## config.mk

```make
export PLATFORM = sky130hd
export DESIGN_NAME = led_blink_mon
export DESIGN_NICKNAME = d
export VERILOG_FILES = /design/src/rtl/led_blink_mon.sv
export SDC_FILE = /design/constraint.sdc
export NUM_CORES = 1
export LEC_CHECK = 0
export CORE_ASPECT_RATIO = 0.9
export CORE_MARGIN = 5
export CORE_UTILIZATION = 35
export CTS_BUF_LIST = sky130_fd_sc_hd__clkbuf_4
export CTS_CLUSTER_SIZE = 25
export DETAILED_ROUTE_END_ITERATION = 7
export GPL_TIMING_DRIVEN = 0
export PLACE_DENSITY = 0.61
export SETUP_SLACK_MARGIN = 0.2
export SLEW_MARGIN = 25
export SYNTH_ARGS = -nofsm -noshare
export SYNTH_HDL_FRONTEND = slang
export SYNTH_SLANG_ARGS = --single-unit
```

## constraint.sdc

```tcl
create_clock -name clk100 -period 6.4 [get_ports clk100]
set_clock_uncertainty 0.15 [all_clocks]
set_input_delay 1.28 -clock clk100 [delete_from_list [all_inputs] [get_ports clk100]]
set_output_delay 1.28 -clock clk100 [all_outputs]
set_load 0.01 [all_outputs]
```

## src/rtl/led_blink_mon.sv

```systemverilog
// LED blink monitor: synchronizes an LED from the reconfigurable partition and
// measures its toggle half-period, floor-log2 rate code, toggle count and stuck state.
module led_blink_mon #(
   parameter int unsigned CNT_W   = 32,
   parameter int unsigned TIMEOUT = 200_000_000
) (
   input  logic             clk100,
   input  logic             rstn,
   input  logic             led_i,
   input  logic             clr_i,
   output logic [CNT_W-1:0] half_per_o,
   output logic [5:0]       log2_o,
   output logic             per_vld_o,
   output logic [15:0]      toggles_o,
   output logic             stuck_o,
   output logic             led_lvl_o
);

   localparam logic [CNT_W-1:0] CNT_MAX   = '1;
   localparam logic [CNT_W-1:0] TIMEOUT_C = CNT_W'(TIMEOUT);

   typedef enum logic [1:0] {
      IDLE  = 2'b00,
      MEAS  = 2'b01,
      STUCK = 2'b10
   } state_e;

   state_e           state_q, state_d;
   logic             s1_q, s1_d;
   logic             s2_q, s2_d;
   logic             dly_q, dly_d;
   logic [CNT_W-1:0] cnt_q, cnt_d;
   logic [CNT_W-1:0] half_per_q, half_per_d;
   logic [5:0]       log2_q, log2_d;
   logic             per_vld_q, per_vld_d;
   logic [15:0]      toggles_q, toggles_d;
   logic             stuck_q, stuck_d;
   logic             led_edge;

   // Priority encoder: index of the highest set bit, 0 for a zero input.
   function automatic logic [5:0] floor_log2(input logic [CNT_W-1:0] v);
      logic [5:0] r;
      r = '0;
      for (int i = 0; i < CNT_W; i++) begin
         if (v[i]) r = 6'(i);
      end
      return r;
   endfunction

   assign led_edge = s2_q ^ dly_q;

   always_comb begin
      s1_d       = led_i;
      s2_d       = s1_q;
      dly_d      = s2_q;
      state_d    = state_q;
      cnt_d      = (cnt_q == CNT_MAX) ? cnt_q : cnt_q + CNT_W'(1);
      half_per_d = half_per_q;
      log2_d     = log2_q;
      per_vld_d  = 1'b0;
      toggles_d  = toggles_q;
      stuck_d    = stuck_q;

      if (clr_i) begin
         // Clear also swallows any edge seen this cycle.
         state_d    = IDLE;
         cnt_d      = '0;
         half_per_d = '0;
         log2_d     = '0;
         toggles_d  = '0;
         stuck_d    = 1'b0;
      end else if (led_edge) begin
         toggles_d = toggles_q + 16'd1;
         cnt_d     = CNT_W'(1);
         stuck_d   = 1'b0;
         state_d   = MEAS;
         // Only an armed, non-stuck measurement has a valid interval to capture.
         if (state_q == MEAS) begin
            half_per_d = cnt_q;
            log2_d     = floor_log2(cnt_q);
            per_vld_d  = 1'b1;
         end
      end else begin
         case (state_q)
            IDLE, MEAS: begin
               if (cnt_q == TIMEOUT_C) begin
                  state_d = STUCK;
                  stuck_d = 1'b1;
               end
            end
            STUCK:   stuck_d = 1'b1;
            default: state_d = IDLE;
         endcase
      end
   end

   always_ff @(posedge clk100) begin
      if (!rstn) begin
         state_q    <= IDLE;
         s1_q       <= 1'b0;
         s2_q       <= 1'b0;
         dly_q      <= 1'b0;
         cnt_q      <= '0;
         half_per_q <= '0;
         log2_q     <= '0;
         per_vld_q  <= 1'b0;
         toggles_q  <= '0;
         stuck_q    <= 1'b0;
      end else begin
         state_q    <= state_d;
         s1_q       <= s1_d;
         s2_q       <= s2_d;
         dly_q      <= dly_d;
         cnt_q      <= cnt_d;
         half_per_q <= half_per_d;
         log2_q     <= log2_d;
         per_vld_q  <= per_vld_d;
         toggles_q  <= toggles_d;
         stuck_q    <= stuck_d;
      end
   end

   assign half_per_o = half_per_q;
   assign log2_o     = log2_q;
   assign per_vld_o  = per_vld_q;
   assign toggles_o  = toggles_q;
   assign stuck_o    = stuck_q;
   assign led_lvl_o  = s2_q;

endmodule

```

==> results.tsv, run 1 <==
metric	value	unit
vias in the first global route	3816	
worst hold slack	0.309	ns
Place WS	2.94	ns
Die H	116	um
register area	0.00184	mm^2
Layout area overhead	20.8	%
vias post-DR	4002	
hpwl dp	8850	um
fin crit period	2.98	ns
Total GRT Usage	0.168	
final WL	11900	um
Core Footprint	0.0121	mm^2
Top Ports	61	
htree depth	3	
syn avg cell area	8.07	um^2
Setup Fix Bufs, Post-CTS	0	
Pre-Repair DR Iteration Count	5	
Yosys reg bits	92	
Final #Nets	615	
cell taking the most area after synthesis	dfxtp_1	
synthesized netlist cell count	538	
Arr. time, crit path	3.23	ns
R2R Path End	half_per_o[26]$_SDFFE_PP0P_	
most frequent cells in the layout	nand2_1 (102), dfxtp_1 (92), clkdlybuf4s50_1 (59)	
pin count of the biggest net entering global routing	16	
Final Total Pwr	0.884	mW
crit path max fanout	10	
RSZ-0062 raised after global routing	no	
commonest non-fill, non-tap cell in the layout	nand2_1	
Max-slew headroom	0.373	
critical path cell sequence	clkdlybuf4s50_1, nor2b_1, nand2_1, clkbuf_1, a21oi_1	
Synth cell types	49	
GP Congestion	0.923	
# setup viols final	0	
post-route clock period utilization	0.465	
syn_nets	545	
sequential area share after synthesis	0.424	
worst reg2reg path startpoint	led_lvl_o$_SDFF_PN0_	
share of layout cells above drive strength 1	0.0620	
clock transition at the registers of the reported paths	0.14	ns
CTS tree	built	
synth warn	0	
status	finished, final reports clean	
top post-synthesis cells by area	dfxtp_1 (42%), nand2_1 (8.8%), a21oi_1 (6.1%)	
HP Class	register to register	
Initial DRC Count	234	
Leakage	1.73	nW
Worst Reg-to-Reg Cells	6	
Worst Setup Path Type	input port to register	
Wirelength per Cell	15.5	um
predominant post-synthesis flop cell	dfxtp_1	
number of synthesized flops with an enable pin	0	
first-pass GRT wire length	19700	um
Max Cap Viol	0	
die outline width	127	um
CP required	6.65	ns
Hold Path Depth	2	
Via density	5.18	
# hold bufs at CTS	0	
detailed-route DRC error count	0	
WHS Endpoint	half_per_o[16]$_SDFFE_PP0P_	
clk root buf	clkbuf_4	
TNS Setup	0	ns
R2R Setup Slk	3.79	ns
HP Start	half_per_o[16]$_SDFFE_PP0P_	
DRT antenna net count	0	
worst vdd ir	0.000118	V
initial antenna violation count	0	
Yosys top cell area share	0.424	
Max Buffers Root-to-Sink	2	
initial core utilization	0.358	
Worst path max stage delay	0.51	ns
Power Dens Cells	169	mW/mm^2
# clock sinks	92	
CP Capture Type	register	
TritonCTS buffer count	9	
final instance area	0.00524	mm^2
die footprint	0.0147	mm^2
Worst Setup Start Kind	input port	
Fmax	336	MHz
area of the multi-input gates	0.00225	mm^2
Worst-Skew Late Latency	0.47	ns
grt total ovfl	0	
final hold violations	0	
diode count	0	
Max Slew Vio Count	0	
FP Rows	38	
Post-Syn Area	0.00434	mm^2
fillers	1269	
DP Area	0.00513	mm^2
Setup WS post-layout	3.42	ns
post-cts sizing count	0	
ys async rst share	0	
number of port buffers	59	
Slew @ Worst Pin	0.938	ns
Slowest-stage cell, CP	clkdlybuf4s50_1	
==> sequential cells by signal (all words and copies together), names as in the netlist <==
name,count
toggles_o,16
s1_q,1
half_per_o,32
led_lvl_o,1
state_q,2
dly_q,1
per_vld_o,1
stuck_o,1
cnt_q,32
log2_o,5
==> final cells by class <==
| type | instances | share of cell area |
|---|---|---|
| Inverter | 13 | 0.00931 |
| Multi-Input combinational cell | 388 | 0.428 |
| Timing Repair Buffer | 59 | 0.113 |
| Clock buffer | 9 | 0.0129 |
| Buffer | 45 | 0.0389 |
| Clock inverter | 7 | 0.00835 |
| Tap cell | 160 | 0.0382 |
| Sequential cell | 92 | 0.351 |
==> layer usage <==
layer / global-route usage / vias to the layer above / routed length, um
met2: 0.260 / 96 / 5330
met5: 0 / - / 0
met4: 0.0515 / 0 / 172
met1: 0.231 / 1868 / 5740
li1: - / 2023 / -
met3: 0.0438 / 15 / 701
==> critical path, delay by kind of cell <==
family                 cells  cell delay (ns)
buffers and inverters      2             0.91
AO/OA/AOI/OAI              1             0.24
AND/OR/NAND/NOR            2             0.78
==> stage by stage <==
stage,util,std cells
after global routing,0.432,773
after CTS,0.432,773
after global placement,0.423,757
after floorplan,-,538
final,0.432,773
after detailed placement,0.423,757
==> kinds of logic after synthesis <==
| group | synth area share |
|---|---|
| adders and majority gates | 0.00865 |
| other | 0.000864 |
| xor gates and xnor gates | 0.0504 |
| buffers and inverters | 0.0582 |
| AOI/OAI and AO/OA | 0.150 |
| muxes | 0.0161 |
| DFF | 0.424 |
| and+or+nand+nor | 0.292 |
==> worst max-delay path by stage <==
| stage | from | to | slack, ns | depth (start not counted) |
|---|---|---|---|---|
| final | rstn | cnt_q[18]$_SDFFE_PP0P_ | 3.42 | 5 |
| after global routing | toggles_o[3]$_SDFFE_PP0N_ | toggles_o[3] | 3.32 | 1 |
| after CTS | toggles_o[3]$_SDFFE_PP0N_ | toggles_o[3] | 3.39 | 1 |
| after detailed placement | rstn | cnt_q[17]$_SDFFE_PP0P_ | 2.94 | 5 |
| after global placement | rstn | cnt_q[17]$_SDFFE_PP0P_ | 2.96 | 5 |
| after floorplan | rstn | cnt_q[13]$_SDFFE_PP0P_ | 3.90 | 4 |
==> cells in the mapped netlist (2+ instances only) <==
library cell  count
nor2_1           43
a21oi_1          53
nand2b_1          3
o311a_1           2
buf_2             9
o31ai_1           8
buf_4             2
and3_1            6
and2_1            6
o221a_2           2
o21ai_0          11
inv_1            13
mux2i_1           7
o311ai_0          2
and4_1           11
nand4_2           2
buf_6             2
nor4_1           11
xor2_1           18
a31oi_1           4
o31a_1            4
nand2_1         102
clkbuf_1         31
or4_1             6
o211ai_1          4
ha_1              3
nand3_1          18
or3_1            17
xnor2_1           7
nor3_1            7
a211oi_1          2
nor3b_1           2
nand4_1          10
dfxtp_1          92
nor2b_1           4
==> power by group <==
part	switching [mW]	internal [mW]	total [mW]	leakage (nW)
Combinational	0.0225	0.00999	0.0325	0.926
Sequential	0.00175	0.575	0.576	0.742
Clock	0.197	0.0777	0.275	0.0631
Power figures use the tool's default switching activity.
==> run 2: changes to the inputs <==
--- a/config.mk
+++ b/config.mk
@@ -12,7 +12,7 @@
 export CTS_CLUSTER_SIZE = 25
 export DETAILED_ROUTE_END_ITERATION = 7
 export GPL_TIMING_DRIVEN = 0
-export PLACE_DENSITY = 0.61
+export PLACE_DENSITY = 0.63
 export SETUP_SLACK_MARGIN = 0.2
 export SLEW_MARGIN = 25
 export SYNTH_ARGS = -nofsm -noshare
==> constraint.sdc (replaced) <==
create_clock -name clk100 -period 2.5 [get_ports clk100]
set_clock_uncertainty 0.15 [all_clocks]
set_input_delay 0.5 -clock clk100 [delete_from_list [all_inputs] [get_ports clk100]]
set_output_delay 0.5 -clock clk100 [all_outputs]
set_load 0.01 [all_outputs]
==> run 2 against run 1 <==
Against the previous run: routed wire length increased by 1.0%; die area did not move; via count grew 1.3%; first-iteration DRC count shrank 3.4%; setup slack lost 3.1 ns; combinational power rose to 2.6 times the previous value; global-route usage barely moved; final area is 2.7% higher; cell count grew 0.78%; critical path type is now register to register.
==> results.tsv, run 2 (synthesized netlist as in run 1, its figures left out) <==
metric	value	unit
CP Capture Type	register	
status	finished, final reports clean	
Power Dens Cells	428	mW/mm^2
TritonCTS buffer count	9	
FP Rows	38	
Max-slew headroom	0.593	
Via density	5.21	
Initial DRC Count	226	
pin count of the biggest net entering global routing	17	
Leakage	1.80	nW
critical path cell sequence	and3_1, and4_2, o311ai_4, buf_2, nor4_1, mux2i_1	
# setup viols final	0	
final instance area	0.00539	mm^2
commonest non-fill, non-tap cell in the layout	nand2_1	
initial antenna violation count	1	
grt total ovfl	0	
number of port buffers	59	
Max Slew Vio Count	0	
HP Class	register to register	
final WL	12100	um
Max Cap Viol	0	
Worst path max stage delay	0.50	ns
largest delay contributor family on the critical path	simple AND/OR/NAND/NOR gates	
crit path max fanout	6	
Wirelength per Cell	15.5	um
area of the multi-input gates	0.00231	mm^2
htree depth	3	
fillers	1265	
# hold bufs at CTS	0	
Arr. time, crit path	2.49	ns
most frequent cells in the layout	nand2_1 (102), dfxtp_1 (87), clkdlybuf4s50_1 (59)	
Worst Setup Start Kind	register	
Core Footprint	0.0121	mm^2
die footprint	0.0147	mm^2
CP required	2.77	ns
GP Congestion	0.911	
final hold violations	0	
clk root buf	clkbuf_4	
clock transition at the registers of the reported paths	0.15	ns
initial core utilization	0.358	
hpwl dp	8740	um
Pre-Repair DR Iteration Count	4	
DP Area	0.00513	mm^2
Fmax	451	MHz
worst vdd ir	0.000241	V
detailed-route DRC error count	0	
# clock sinks	92	
Final Total Pwr	2.31	mW
Final #Nets	620	
register area	0.00185	mm^2
Worst Setup Path Type	register to register	
vias post-DR	4055	
Top Ports	61	
die outline width	127	um
Worst-Skew Late Latency	0.48	ns
Layout area overhead	24.1	%
RSZ-0062 raised after global routing	yes	
vias in the first global route	3940	
CTS tree	built	
Total GRT Usage	0.168	
Slew @ Worst Pin	0.610	ns
first-pass GRT wire length	19700	um
Die H	116	um
post-route clock period utilization	0.887	
Slowest-stage cell, CP	dfxtp_1	
share of layout cells above drive strength 1	0.108	
fin crit period	2.22	ns
CP bufs+invs	1	
Max Buffers Root-to-Sink	2	
DRT antenna net count	0	
[run 2: per-stage QoR]
stage	std cells	setup TNS [ns]	hold WS (ns)	worst slack [ns]	util
4_1_cts	774	0	0.315	0.185	0.434
3_3_place_gp	757	-2.11	0.266	-0.177	0.423
6_report	779	0	0.307	0.283	0.444
2_1_floorplan	538	0	0.262	0.495	-
3_5_place_dp	757	-2.72	0.282	-0.177	0.423
5_1_grt	779	0	0.339	0.178	0.444
[run 2: path summary, 6_finish.rpt]
kind / startpoint / end / slack (ns) / depth (start not counted)
setup / recovery: cnt_q[3]$_SDFFE_PP0P_ / cnt_q[29]$_SDFFE_PP0P_ / 0.28 / 6
hold / removal: s1_q$_SDFF_PN0_ / led_lvl_o$_SDFF_PN0_ / 0.31 / 1
hold reg to reg: s1_q$_SDFF_PN0_ / led_lvl_o$_SDFF_PN0_ / 0.31 / 1
setup reg to reg: cnt_q[3]$_SDFFE_PP0P_ / cnt_q[29]$_SDFFE_PP0P_ / 0.28 / 6
[run 2: area by class of cell]
type	count	area share
Antenna cell	1	0.000465
Inverter	13	0.00906
Timing Repair Buffer	64	0.116
Clock buffer	9	0.0125
Tap cell	160	0.0372
Sequential cell	92	0.343
Multi-Input combinational cell	388	0.430
Buffer	45	0.0423
Clock inverter	7	0.00952
[run 2: timing repair]
item	in CTS	in global routing
buffers inserted	1	3
pin swaps	1	6
resized for setup	6	33
hold endpoints to repair	0	0
gates cloned	0	1
endpoints found under the setup margin	21	68
[run 2: power breakdown]
part | internal (mW) | switching [mW] | total (mW)
clock | 0.209 | 0.539 | 0.748
sequential | 1.47 | 0.00490 | 1.48
combinational | 0.0267 | 0.0566 | 0.0833
[run 2: routing by layer]
layer  vias to the layer above  part of all wire  track usage
li1                       2039                 -            -
met1                      1920              0.46        0.223
met2                        85              0.46        0.269
met3                        11             0.064       0.0461
met4                         0             0.012       0.0493
met5                         -                 0            0
[run 2: worst register-to-register path, cell delays in order (launching register included)]
cell and delay (ns):
dfxtp_1 0.50, and3_1 0.33, and4_2 0.33, o311ai_4 0.14, buf_2 0.22, nor4_1 0.26, mux2i_1 0.23
==> run 3: changes to the inputs <==
--- a/config.mk
+++ b/config.mk
@@ -6,7 +6,6 @@
 export NUM_CORES = 1
 export LEC_CHECK = 0
 export CORE_ASPECT_RATIO = 0.9
-export CORE_MARGIN = 5
 export CORE_UTILIZATION = 35
 export CTS_BUF_LIST = sky130_fd_sc_hd__clkbuf_4
 export CTS_CLUSTER_SIZE = 25
==> run 3 against run 2 <==
Against the previous run: first-iteration DRC count rose by 27%; sequential cell count did not move; highest routed layer unchanged; clock-buffer cell count did not move; largest power group unchanged; critical endpoint is now toggles_o[3]; critical path depth fell by 5; non-clock buffer count fell by 1; final area rose by 0.84%; largest cell class unchanged.
==> results.tsv, run 3 (synthesized netlist as in run 1, its figures left out) <==
metric	value	unit
CP Capture Type	output port	
vias in the first global route	3825	
critical path depth	1	
Via density	5.36	
die footprint	0.0129	mm^2
detailed-route DRC error count	0	
Final #Nets	619	
Max Slew Vio Count	0	
DP Area	0.00513	mm^2
fillers	1255	
first-pass GRT wire length	19200	um
die outline width	119	um
Sw Ratio	0.240	
Setup WS post-layout	0.300	ns
TritonCTS buffer count	9	
initial antenna violation count	0	
number of port buffers	59	
Leakage	1.82	nW
Max Cap Viol	0	
Power Dens Cells	462	mW/mm^2
commonest non-fill, non-tap cell in the layout	nand2_1	
Worst-Skew Late Latency	0.49	ns
final instance area	0.00543	mm^2
fin crit period	2.20	ns
status	finished, final reports clean	
Slew @ Worst Pin	0.629	ns
critical path cell sequence	clkdlybuf4s50_1	
Pre-Repair DR Iteration Count	5	
DRT antenna net count	0	
Int Pwr	1.91	mW
Initial DRC Count	287	
Max-slew headroom	0.581	
Max Buffers Root-to-Sink	2	
Total GRT Usage	0.192	
TNS Setup	0	ns
hpwl dp	8550	um
register area	0.00185	mm^2
Slowest-stage cell, CP	clkdlybuf4s50_1	
final hold violations	0	
Place WS	-0.183	ns
clk root buf	clkbuf_4	
Worst Setup Path Type	register to output port	
Layout area overhead	25.1	%
clock transition at the registers of the reported paths	0.14	ns
CP required	1.85	ns
# clock sinks	92	
Hold Path Depth	2	
CP bufs+invs	1	
Worst path max stage delay	0.59	ns
RSZ-0062 raised after global routing	no	
GP Congestion	0.872	
share of layout cells above drive strength 1	0.109	
Comb pwr share	0.034	
worst hold slack	0.315	ns
pin count of the biggest net entering global routing	17	
Die H	108	um
vias post-DR	4163	
htree depth	3	
post-route clock period utilization	0.880	
initial core utilization	0.359	
worst vdd ir	0.000243	V
most frequent cells in the layout	nand2_1 (102), dfxtp_1 (88), clkdlybuf4s50_1 (59)	
final WL	11900	um
Worst Setup Start Kind	register	
Arr. time, crit path	1.55	ns
Core Footprint	0.0121	mm^2
sequential fraction of design power	0.588	
FP Rows	38	
Fmax	455	MHz
CTS tree	built	
# setup viols final	0	
HP Class	register to register	
diode count	0	
largest delay contributor family on the critical path	buffers and inverters	
# hold bufs at CTS	0	
Wirelength per Cell	15.4	um
grt total ovfl	0	
Top Ports	61	
crit path max fanout	7	
area of the multi-input gates	0.00232	mm^2
Final Total Pwr	2.51	mW
Clock Power Share	0.378	
switching pwr	0.602	mW
Worst Reg-to-Reg Cells	7	
-- run 3: layout make-up --
cell class / count / share of cell area
Clock buffer: 9 / 0.0124
Buffer: 45 / 0.0415
Clock inverter: 7 / 0.0182
Sequential cell: 92 / 0.340
Multi-Input combinational cell: 388 / 0.428
Inverter: 13 / 0.00898
Tap cell: 160 / 0.0369
Timing Repair Buffer: 63 / 0.114
-- run 3: repair_timing --
action                     4_1_cts  5_1_grt
setup endpoints to repair       41       60
resized for setup                6       36
setup buffers                    0        4
pin swaps                        1        4
-- run 3: layer usage --
| metal | GRT usage | wire [um] | share of wire |
|---|---|---|---|
| met5 | 0 | 0 | 0 |
| met4 | 0.0866 | 261 | 0.022 |
| met3 | 0.0445 | 797 | 0.067 |
| met2 | 0.298 | 5260 | 0.44 |
| met1 | 0.255 | 5630 | 0.47 |
-- run 3: path summary, 6_finish.rpt --
kind | to | from | slack, ns
max reg2reg | cnt_q[11]$_SDFFE_PP0P_ | cnt_q[30]$_SDFFE_PP0P_ | 0.32
max | toggles_o[3] | toggles_o[3]$_SDFFE_PP0N_ | 0.30
min | half_per_o[17]$_SDFFE_PP0P_ | half_per_o[17]$_SDFFE_PP0P_ | 0.31
min reg2reg | half_per_o[17]$_SDFFE_PP0P_ | half_per_o[17]$_SDFFE_PP0P_ | 0.31
-- run 3: power groups by stage --
stage          clock (mW)  combinational [mW]  sequential, mW
4_1_cts             0.974              0.0840            1.48
3_5_place_dp            0              0.0824            1.51
6_report            0.949              0.0846            1.48
3_3_place_gp            0              0.0814            1.51
5_1_grt              1.04              0.0918            1.48
2_1_floorplan           0              0.0488            1.51
-- run 3: stage by stage --
stage | util | instances
floorplan | - | 538
global placement | 0.425 | 757
detailed placement | 0.425 | 757
CTS | 0.441 | 773
global route | 0.450 | 777
finish | 0.450 | 777
